<file path="src/rtl/clk_monitor_pkg.sv">
// Shared state encoding and default counter width for the clock monitor.
package clk_monitor_pkg;

    localparam int unsigned COUNTER_BITS_DEFAULT = 32;

    typedef enum logic [1:0] {
        IDLE       = 2'd0,
        WAIT_FIRST = 2'd1,
        MEASURE    = 2'd2,
        DONE       = 2'd3
    } state_t;

endpackage

</file>
<file path="src/rtl/edge_sampler.sv">
// Two-flop level sampler of the monitored clock with rising/falling edge strobes.
module edge_sampler (
    input  logic clk,
    input  logic reset_n,
    input  logic tick_in,
    output logic s1,
    output logic s2,
    output logic rise_c,
    output logic fall_c
);

    // Sample the monitored clock level and keep one cycle of history.
    always_ff @(posedge clk or negedge reset_n) begin
        if (!reset_n) begin
            s1 <= 1'b0;
            s2 <= 1'b0;
        end else begin
            s1 <= tick_in;
            s2 <= s1;
        end
    end

    assign rise_c = s1 & ~s2;
    assign fall_c = ~s1 & s2;

endmodule

</file>
<file path="src/rtl/clk_monitor.sv">
// Counts delivered processor cycles and measures period / high time of the divided clock.
module clk_monitor #(
    parameter int unsigned COUNTER_BITS = clk_monitor_pkg::COUNTER_BITS_DEFAULT
) (
    input  logic                    clk,
    input  logic                    reset_n,
    input  logic                    tick_in,
    input  logic                    start,
    input  logic                    clear,
    input  logic [COUNTER_BITS-1:0] target,
    input  logic [COUNTER_BITS-1:0] timeout,
    output logic                    busy,
    output logic                    done,
    output logic                    stalled,
    output logic                    overflow,
    output logic [COUNTER_BITS-1:0] cycle_count,
    output logic [COUNTER_BITS-1:0] period,
    output logic [COUNTER_BITS-1:0] high_time,
    output logic                    period_valid
);
    import clk_monitor_pkg::*;

    localparam int unsigned CW = COUNTER_BITS;
    localparam logic [CW-1:0] CNT_MAX = '1;

    logic s1, s2, rise_c, fall_c;

    state_t        state_q, state_d;
    logic [CW-1:0] target_q, target_d;
    logic [CW-1:0] timeout_q, timeout_d;
    logic [CW-1:0] idle_cnt_q, idle_cnt_d;
    logic [CW-1:0] period_cnt_q, period_cnt_d;
    logic [CW-1:0] high_cnt_q, high_cnt_d;
    logic [CW-1:0] cycle_count_d, period_d, high_time_d;
    logic          period_valid_d, stalled_d, overflow_d, done_d, busy_d;
    logic [CW-1:0] cc_inc_c, idle_inc_c;
    logic          timeout_hit_c;

    edge_sampler u_edge_sampler (
        .clk     (clk),
        .reset_n (reset_n),
        .tick_in (tick_in),
        .s1      (s1),
        .s2      (s2),
        .rise_c  (rise_c),
        .fall_c  (fall_c)
    );

    function automatic logic [CW-1:0] sat_inc(input logic [CW-1:0] v);
        return (v == CNT_MAX) ? v : v + CW'(1);
    endfunction

    assign cc_inc_c      = cycle_count + CW'(1);
    assign idle_inc_c    = idle_cnt_q + CW'(1);
    assign timeout_hit_c = (timeout_q != '0) && (idle_inc_c == timeout_q);

    // Next-state and counter update; clear beats start, start beats edges, edges beat timeout.
    always_comb begin
        state_d        = state_q;
        target_d       = target_q;
        timeout_d      = timeout_q;
        idle_cnt_d     = idle_cnt_q;
        period_cnt_d   = period_cnt_q;
        high_cnt_d     = high_cnt_q;
        cycle_count_d  = cycle_count;
        period_d       = period;
        high_time_d    = high_time;
        period_valid_d = period_valid;
        stalled_d      = stalled;
        overflow_d     = overflow;
        done_d         = 1'b0;

        if (clear || start) begin
            state_d        = clear ? IDLE : WAIT_FIRST;
            if (!clear) begin
                target_d  = target;
                timeout_d = timeout;
            end
            idle_cnt_d     = '0;
            period_cnt_d   = '0;
            high_cnt_d     = '0;
            cycle_count_d  = '0;
            period_d       = '0;
            high_time_d    = '0;
            period_valid_d = 1'b0;
            stalled_d      = 1'b0;
            overflow_d     = 1'b0;
        end else begin
            unique case (state_q)
                WAIT_FIRST: begin
                    if (rise_c) begin
                        state_d       = MEASURE;
                        cycle_count_d = CW'(1);
                        period_cnt_d  = CW'(1);
                        high_cnt_d    = CW'(1);
                        idle_cnt_d    = '0;
                        if (target_q == CW'(1)) begin
                            state_d = DONE;
                            done_d  = 1'b1;
                        end
                    end else if (timeout_hit_c) begin
                        state_d   = IDLE;
                        stalled_d = 1'b1;
                    end else begin
                        idle_cnt_d = sat_inc(idle_cnt_q);
                    end
                end
                MEASURE: begin
                    if (s1 && s2) high_cnt_d = sat_inc(high_cnt_q);
                    if (fall_c) high_time_d = high_cnt_q;
                    if (rise_c) begin
                        cycle_count_d  = cc_inc_c;
                        if (cc_inc_c == '0) overflow_d = 1'b1;
                        period_d       = period_cnt_q;
                        period_valid_d = 1'b1;
                        period_cnt_d   = CW'(1);
                        high_cnt_d     = CW'(1);
                        idle_cnt_d     = '0;
                        if ((target_q != '0) && (cc_inc_c == target_q)) begin
                            state_d = DONE;
                            done_d  = 1'b1;
                        end
                    end else begin
                        period_cnt_d = sat_inc(period_cnt_q);
                        if (timeout_hit_c) begin
                            state_d   = IDLE;
                            stalled_d = 1'b1;
                        end else begin
                            idle_cnt_d = sat_inc(idle_cnt_q);
                        end
                    end
                end
                DONE:    state_d = IDLE;
                default: state_d = state_q;
            endcase
        end

        busy_d = (state_d == WAIT_FIRST) || (state_d == MEASURE);
    end

    // State, counter and output registers.
    always_ff @(posedge clk or negedge reset_n) begin
        if (!reset_n) begin
            state_q      <= IDLE;
            target_q     <= '0;
            timeout_q    <= '0;
            idle_cnt_q   <= '0;
            period_cnt_q <= '0;
            high_cnt_q   <= '0;
            cycle_count  <= '0;
            period       <= '0;
            high_time    <= '0;
            period_valid <= 1'b0;
            stalled      <= 1'b0;
            overflow     <= 1'b0;
            done         <= 1'b0;
            busy         <= 1'b0;
        end else begin
            state_q      <= state_d;
            target_q     <= target_d;
            timeout_q    <= timeout_d;
            idle_cnt_q   <= idle_cnt_d;
            period_cnt_q <= period_cnt_d;
            high_cnt_q   <= high_cnt_d;
            cycle_count  <= cycle_count_d;
            period       <= period_d;
            high_time    <= high_time_d;
            period_valid <= period_valid_d;
            stalled      <= stalled_d;
            overflow     <= overflow_d;
            done         <= done_d;
            busy         <= busy_d;
        end
    end

endmodule

</file>
<file path="config.mk">
export PLATFORM = sky130hd
export DESIGN_NAME = clk_monitor
export DESIGN_NICKNAME = d
export VERILOG_FILES = /design/src/rtl/clk_monitor_pkg.sv /design/src/rtl/edge_sampler.sv /design/src/rtl/clk_monitor.sv
export SDC_FILE = /design/constraint.sdc
export NUM_CORES = 1
export LEC_CHECK = 0
export CAP_MARGIN = 25
export CORE_MARGIN = 2
export CORE_UTILIZATION = 30
export CTS_CLUSTER_DIAMETER = 200
export DETAILED_ROUTE_END_ITERATION = 7
export PLACE_DENSITY_LB_ADDON = 0.05
export SETUP_SLACK_MARGIN = 0.5
export SYNTH_ARGS = -nofsm -noshare
export SYNTH_HDL_FRONTEND = slang
export SYNTH_HIERARCHICAL = 1
export SYNTH_SLANG_ARGS = --single-unit
</file>
<file path="constraint.sdc">
create_clock -name clk -period 4.2 [get_ports clk]
set_clock_uncertainty 0.2 [all_clocks]
set_input_delay 0.63 -clock clk [delete_from_list [all_inputs] [get_ports clk]]
set_output_delay 0.63 -clock clk [all_outputs]
set_load 0.05 [all_outputs]
</file>
Yosys cells after proc, flatten, opt, wreduce, memory -nomap -nowiden. Index checks and enable logic that the tools add are counted.

Logic and storage cells: 118. Bits in registers: 265. Bits of input ports: 69. Output and inout port bits: 101.

Bitwise gates (word level): 5. Reductions and logical operators: 25. Multiplexer cells: 49. Add/subtract/negate cells: 4. Equality and inequality tests: 19.

Operator list (count): $mux 32 (21); $pmux 32 s2 (3); $add 32x1->32 const B (4); $eq 32x32->1 const B (3); $eq 32x32->1 (2); $reduce_bool 32->1 (2); $eq 32x1->1 const B (1); $logic_not 32->1 (1); $mux 1 (18); $reduce_and 3->1 (5); $ne 4x4->1 const B (3); $reduce_bool 2->1 (6); $mux 2 (5); $ne 3x3->1 const B (3); $eq 2x2->1 const B (3); $pmux 2 s3 (1); $reduce_and 2->1 (3); $eq 2x1->1 const B (2); $reduce_and 4->1 (1); $logic_and 1x1->1 (3); $ne 3x2->1 const B (1); $not 1->1 (3); $reduce_bool 3->1 (1); $and 1x1->1 (2); other kinds (4) (5).

Logic depth before layout (Yosys ltp).
Depth in word-level cells: 9. Mapped depth: 12.

By module. Netlist, hierarchy kept.

By module, submodules not included: clk_monitor (area an instance 14881.8 um^2, seq. area each 6581.3 um^2, instances 1, cells an instance 1561); edge_sampler (area an instance 65.1 um^2, seq. area each 50.0 um^2, instances 1, cells an instance 4).

Worst setup path before layout. Ideal clock, no wire load.

Path kind: flip-flop to flip-flop. Start: register cycle_count[0]. End: register busy. Setup time: 79 ps. Arrival: 3277 ps. Clock period less this slack: 3556 ps. Path slack: 644 ps. Stages on the path, launching flop included: 13. Required time: 3921 ps. Path through: dfrtp_1 ha_1 clkbuf_2 nand4_1 nor4_4 and3_1 buf_4 xnor2_1 a2111o_1 nor4_2 and4_1 o221ai_1 mux2i_1.

Word-level cells in the longest chain between the ends: 9. Elaborated cells between the ends (all ways): 10.

Ends and longest elaborated chain: start, declared (RTL line clk_monitor.sv:16) `output logic [COUNTER_BITS-1:0] cycle_count,`; start signal, assigned (RTL line clk_monitor.sv:165) `cycle_count <= cycle_count_d;`; $add 32x1->32 * (RTL line clk_monitor.sv:53) `assign cc_inc_c = cycle_count + CW'(1);`; $eq 32x32->1 * (RTL line clk_monitor.sv:119) `if ((target_q != '0) && (cc_inc_c == target_q)) begin`; $logic_and 1x1->1 * (RTL line clk_monitor.sv:119); $mux 2 * (RTL line clk_monitor.sv:119); $mux 2 * (RTL line clk_monitor.sv:111) `if (rise_c) begin`; $pmux 2 s3 * (RTL line clk_monitor.sv:89) `unique case (state_q)`; $mux 2 * (RTL line clk_monitor.sv:73) `if (clear || start) begin`; $eq 2x1->1 / $eq 2x2->1 (equally long branches) (RTL line clk_monitor.sv:138) `busy_d = (state_d == WAIT_FIRST) || (state_d == MEASURE);`; $logic_or 1x1->1 * (RTL line clk_monitor.sv:138); via busy_d (RTL line clk_monitor.sv:35) `logic period_valid_d, stalled_d, overflow_d, done_d, busy_d;`; end signal, assigned (RTL line clk_monitor.sv:172) `busy <= busy_d;`; end, declared (RTL line clk_monitor.sv:12) `output logic busy,`.

Mark *: on every way through the listed nets, which the timed path passes. The rest lies on a longest branch. A chain may end at the register's enable or synchronous reset.

Worst setup path after layout.
Start: register idle_cnt_q[0]. End: register idle_cnt_q[0].

Word-level cells in the longest chain between the ends: 6. Elaborated cells between the ends (all ways): 12.

Ends and longest elaborated chain: start, declared (RTL line clk_monitor.sv:31) `logic [CW-1:0] idle_cnt_q, idle_cnt_d;`; start signal, assigned (RTL line clk_monitor.sv:162) `idle_cnt_q <= idle_cnt_d;`; parallel branches: the longest is 6 deep, another holds $add 32x1->32.

Several ways; the timed one is not identified. The select of a mux whose other input is x is not followed.

==> impl_table.tex <==
\begin{tabular}{lr}
\hline
Metric & Value \\
\hline
\multicolumn{2}{l}{\textbf{Detailed routing}} \\
Number of violations reported at the end of detailed-routing iteration 0 & 890 \\
Via count & around 13000 \\
Detailed Route WL & approximately 49 mm \\
Post-DRT Antenna Nets & 0 \\
Post-detailed-route DRC marker count & 0 \\
Average vias per placed instance & 5.25 \\
Detailed-routing iteration count for the pre-antenna-repair pass & 7 \\
Average detailed-routed wire length per instance & roughly 20 um \\
\multicolumn{2}{l}{\textbf{Setup path}} \\
Cell family with the largest share of critical-path delay & simple AND/OR/NAND/NOR gates \\
Endpoint arrival time on the critical path & around 3.8 ns \\
Number of buffers and inverters on the critical path & 3 \\
Element type at the critical path start & register \\
Flop-to-flop setup slack & roughly 0.64 ns \\
Kind of critical path & register to register \\
Critical path's slowest cell & sky130\_fd\_sc\_hd\_\_dfrtp\_2 \\
Most used cell, CP & sky130\_fd\_sc\_hd\_\_buf\_4 \\
Reg-to-Reg Start & idle\_cnt\_q[0]\$\_DFFE\_PN0P\_ \\
Register-to-Register Path Depth & 12 \\
Highest fanout seen on the critical path & 13 \\
Sort of element at the end of the critical path & register \\
Crit path largest cell delay & approximately 0.48 ns \\
Cell-by-cell trace of the critical path & ha\_4 -> nand3\_4 -> or3\_1 -> a2111oi\_4 -> buf\_4 -> nand4\_1 -> nor4\_4 -> buf\_4 -> a211oi\_4 -> buf\_4 -> mux2\_2 -> a32o\_1 \\
Reg2Reg Capture Point & idle\_cnt\_q[0]\$\_DFFE\_PN0P\_ \\
Critical Path RT & around 4.4 ns \\
\multicolumn{2}{l}{\textbf{Floorplan}} \\
Starting density of the core & 30.5\% \\
FP Rows & a little over 80 \\
Die X & 227 um \\
Total I/O pin count & 170 \\
Die area & 0.0516 mm2 \\
DIE HEIGHT & 227 um \\
Placeable Area & between 0.04 and 0.05 mm2 \\
\multicolumn{2}{l}{\textbf{Timing}} \\
Measured slew at the worst slew-check pin & 0.754 ns \\
Total count of hold-check failures in the final report & 0 \\
Fin. max-slew vios & 0 \\
Highest clock frequency the design can meet & about 280 MHz \\
Setup repair after global routing missed its margin & false \\
Total negative slack & 0 ns \\
Total setup violations reported at the end of the flow & 0 \\
Period utilization & 84.9\% \\
Worst slew margin relative to its limit & 49.3\% \\
Min Tclk post-route & about 3.6 ns \\
\multicolumn{2}{l}{\textbf{GRT}} \\
GR Util All Layers & around 19\% \\
Total global routing overflow & 0 \\
Global-route wire length before repair & 76.8 mm \\
Antenna violations before repair & 0 \\
Number of global-route vias before repair & about 12000 \\
Maximum number of pins on one net before global-route repair & 88 \\
\multicolumn{2}{l}{\textbf{Logic synthesis}} \\
Multiplexer fraction of the synthesized cell area & around 6.1\% \\
Simple-gate share of the synthesized area & between 20\% and 30\% \\
Xor/xnor cell area share of the yosys netlist & under 10\% \\
Synthesis-stage register bit count & between 200 and 300 \\
Share of synthesized cell area in full adder, half adder and majority cells & 0.670\% \\
Share of async-settable or async-resettable flops after synthesis & between 90\% and 100\% \\
Fraction of the mapped netlist area in compound gates & between 10 and 15\% \\
Flip-flop cell with the highest count after synthesis & sky130\_fd\_sc\_hd\_\_dfrtp\_1 \\
Largest family of logic cells by synthesized area & simple AND/OR/NAND/NOR gates \\
Gate count of the mapped netlist & 1565 \\
Mean post-synth cell area & between 9 and 10 um2 \\
Sequential cell area fraction in the yosys report & 44.4\% \\
Count of flip-flops with a built-in enable after synthesis & 0 \\
Syn. warnings & 6 \\
Unique masters post-synth & 85 \\
Area of the mapped netlist & about 0.015 mm2 \\
Syn Nets & 1642 \\
\multicolumn{2}{l}{\textbf{CTS}} \\
Clock root buffer master & sky130\_fd\_sc\_hd\_\_clkbuf\_16 \\
Clock-pin slew on the worst setup and hold paths & roughly 0.06 ns \\
CTS sink count & around 270 \\
Number of levels in the clock H-tree & 2 \\
Clock Latency Late Sink & 0.54 ns \\
Clock tree from TritonCTS & built \\
Maximum buffer depth of the clock tree & 3 \\
TritonCTS Buffers & 35 \\
\multicolumn{2}{l}{\textbf{Hold path}} \\
Number of cells on the worst hold path & 0 \\
Hold path start & u\_edge\_sampler/s1\$\_DFF\_PN0\_ \\
Worst hold path endpoint & u\_edge\_sampler/s2\$\_DFF\_PN0\_ \\
Hold crit path type & register to register \\
\multicolumn{2}{l}{\textbf{Placement}} \\
Placed cell areas & approximately 0.017 mm2 \\
\# port buffers & around 170 \\
Post-detail-place hpwl & between 30 and 40 mm \\
Final Wtd Congestion & between 0.8 and 0.9 \\
\multicolumn{2}{l}{\textbf{Finish}} \\
Area growth from synthesis to layout & 26.8\% \\
Antenna Diode Count & 0 \\
Utilization of the core after routing & 38.6\% \\
Fraction of layout cells with a size suffix above 1 & 14.6\% \\
Number of nets in the final layout & around 1800 \\
Post-route standard cell area excluding fillers & between 0.015 and 0.02 mm2 \\
Fillers & between 5000 and 6000 \\
\multicolumn{2}{l}{\textbf{Power}} \\
Leakage Power & approximately 0.0074 uW \\
Peak ir drop on the vdd network & 220 uV \\
Power density over the cells & roughly 350 mW/mm2 \\
\multicolumn{2}{l}{\textbf{Status}} \\
Outcome & finished clean \\
\multicolumn{2}{l}{\textbf{Run}} \\
Maximum capacitance violations & 0 \\
\hline
\end{tabular}
cell families (layout without fill, tap and decap cells):
kind of cell             Yosys count  after routing
AO/OA/AOI/OAI                    313            313
XOR/XNOR                         144            144
adder cells (fa/ha/maj)            8              8
buffers and inverters            142            323
flip-flops                       265            265
multiplexers                      83             83
AND/OR/NAND/NOR                  610            610
how the worst max path moves through the flow:
stage,from,to,slack (ns),depth (start not counted)
final,idle_cnt_q[0]$_DFFE_PN0P_,idle_cnt_q[0]$_DFFE_PN0P_,0.64,12
after global routing,idle_cnt_q[12]$_DFFE_PN0P_,idle_cnt_q[31]$_DFFE_PN0P_,0.51,11
after CTS,idle_cnt_q[2]$_DFFE_PN0P_,idle_cnt_q[12]$_DFFE_PN0P_,0.49,10
after detailed placement,idle_cnt_q[0]$_DFFE_PN0P_,idle_cnt_q[27]$_DFFE_PN0P_,0.11,10
after global placement,idle_cnt_q[0]$_DFFE_PN0P_,idle_cnt_q[0]$_DFFE_PN0P_,0.18,10
after floorplan,cycle_count[0]$_DFFE_PN0P_,busy$_DFF_PN0_,0.64,12
repair_timing:
| item | 4_1_cts | 5_1_grt |
|---|---|---|
| hold buffers | 1 | 0 |
| buffers inserted | 3 | 9 |
| endpoints found under the hold margin | 82 | 0 |
| endpoints found under the setup margin | 36 | 37 |
| pin swaps | 2 | 4 |
| gates resized for setup | 10 | 30 |
synthesized netlist by cell type (38+ instances only):
cell,number,area share (%)
sky130_fd_sc_hd__a22o_1,64,3.8
sky130_fd_sc_hd__nand4_1,61,2.6
sky130_fd_sc_hd__dfrtp_1,265,44
sky130_fd_sc_hd__nor3_1,38,1.3
sky130_fd_sc_hd__clkbuf_1,71,1.8
sky130_fd_sc_hd__nor2_1,118,3.0
sky130_fd_sc_hd__nand2_1,144,3.6
sky130_fd_sc_hd__nand3_1,64,2.1
sky130_fd_sc_hd__xnor2_1,82,4.8
sky130_fd_sc_hd__mux2_2,66,5.0
sky130_fd_sc_hd__a21oi_1,48,1.6
sky130_fd_sc_hd__xor2_1,62,3.6
sky130_fd_sc_hd__o21ai_0,73,2.4
report_power, final:
| part | internal (uW) | total (uW) | switching (uW) |
|---|---|---|---|
| registers | 2650 | 2790 | 141 |
| clock network | 2110 | 3300 | 1200 |
| logic | 292 | 619 | 327 |
| total | 5050 | 6710 | 1660 |
cell usage in the layout (no fill, tap or decap), drive strengths merged, types with 6 or more instances in the layout:
| master | synthesis | routed |
|---|---|---|
| ha | 8 | 8 |
| a21oi | 49 | 49 |
| and4 | 14 | 14 |
| mux2i | 17 | 17 |
| nor4 | 38 | 38 |
| or3 | 19 | 19 |
| a211oi | 8 | 8 |
| a22oi | 6 | 6 |
| buf | 37 | 62 |
| dfrtp | 265 | 265 |
| inv | 30 | 30 |
| o211ai | 15 | 15 |
| or2 | 8 | 8 |
| nand4 | 66 | 66 |
| a31oi | 28 | 28 |
| clkinv | 0 | 6 |
| or4 | 6 | 6 |
| o21ai | 75 | 75 |
| and3 | 37 | 37 |
| clkbuf | 75 | 49 |
| bufinv | 0 | 7 |
| xnor2 | 82 | 82 |
| nor2 | 119 | 119 |
| and2 | 8 | 8 |
| nand2 | 144 | 144 |
| a22o | 64 | 64 |
| o31ai | 12 | 12 |
| nor3b | 8 | 8 |
| nand3 | 66 | 66 |
| nor3 | 38 | 38 |
| nor2b | 13 | 13 |
| mux2 | 66 | 66 |
| clkdlybuf4s50 | 0 | 168 |
| xor2 | 62 | 62 |
cell type report:
cell class              instances  area [um2]  share of cell area [%]
multi-input cells            1158        7890                    41.6
flip-flops and latches        265        6650                    35.1
repair buffers                231        2200                    11.6
clock buffers                  49        1010                    5.32
well taps                     664         831                    4.38
clock inverters                13         263                    1.39
inverters                      30         113                   0.594
metal layers:
metal  global-route usage, %  vias up  part of all wire, %
li1                        -     6037                    -
met3                    2.58       58                  4.3
met2                    31.4      255                   47
met5                       0        -                    0
met1                    26.9     6297                   47
met4                    5.00        0                  1.9
sequential cells by signal (all words and copies together), names as in the netlist:
| register | count |
|---|---|
| done | 1 |
| stalled | 1 |
| high_time | 32 |
| u_edge_sampler/s2 | 1 |
| cycle_count | 32 |
| timeout_q | 32 |
| busy | 1 |
| period_cnt_q | 32 |
| period | 32 |
| period_valid | 1 |
| target_q | 32 |
| overflow | 1 |
| u_edge_sampler/s1 | 1 |
| state_q | 2 |
| idle_cnt_q | 32 |
| high_cnt_q | 32 |
through the flow:
| stage | hold slack [ns] | std cells | worst slack [ns] | total power [uW] |
|---|---|---|---|---|
| final | 0.265 | 2410 | 0.635 | 6710 |
| after global routing | 0.297 | 2410 | 0.506 | 7000 |
| after CTS | 0.260 | 2401 | 0.490 | 6830 |
| after detailed placement | 0.239 | 2335 | 0.106 | 3450 |
| after global placement | 0.258 | 2335 | 0.179 | 3450 |
| after floorplan | 0.134 | 1565 | 0.644 | 3140 |
Note: power is estimated with default switching activity, not from simulation.
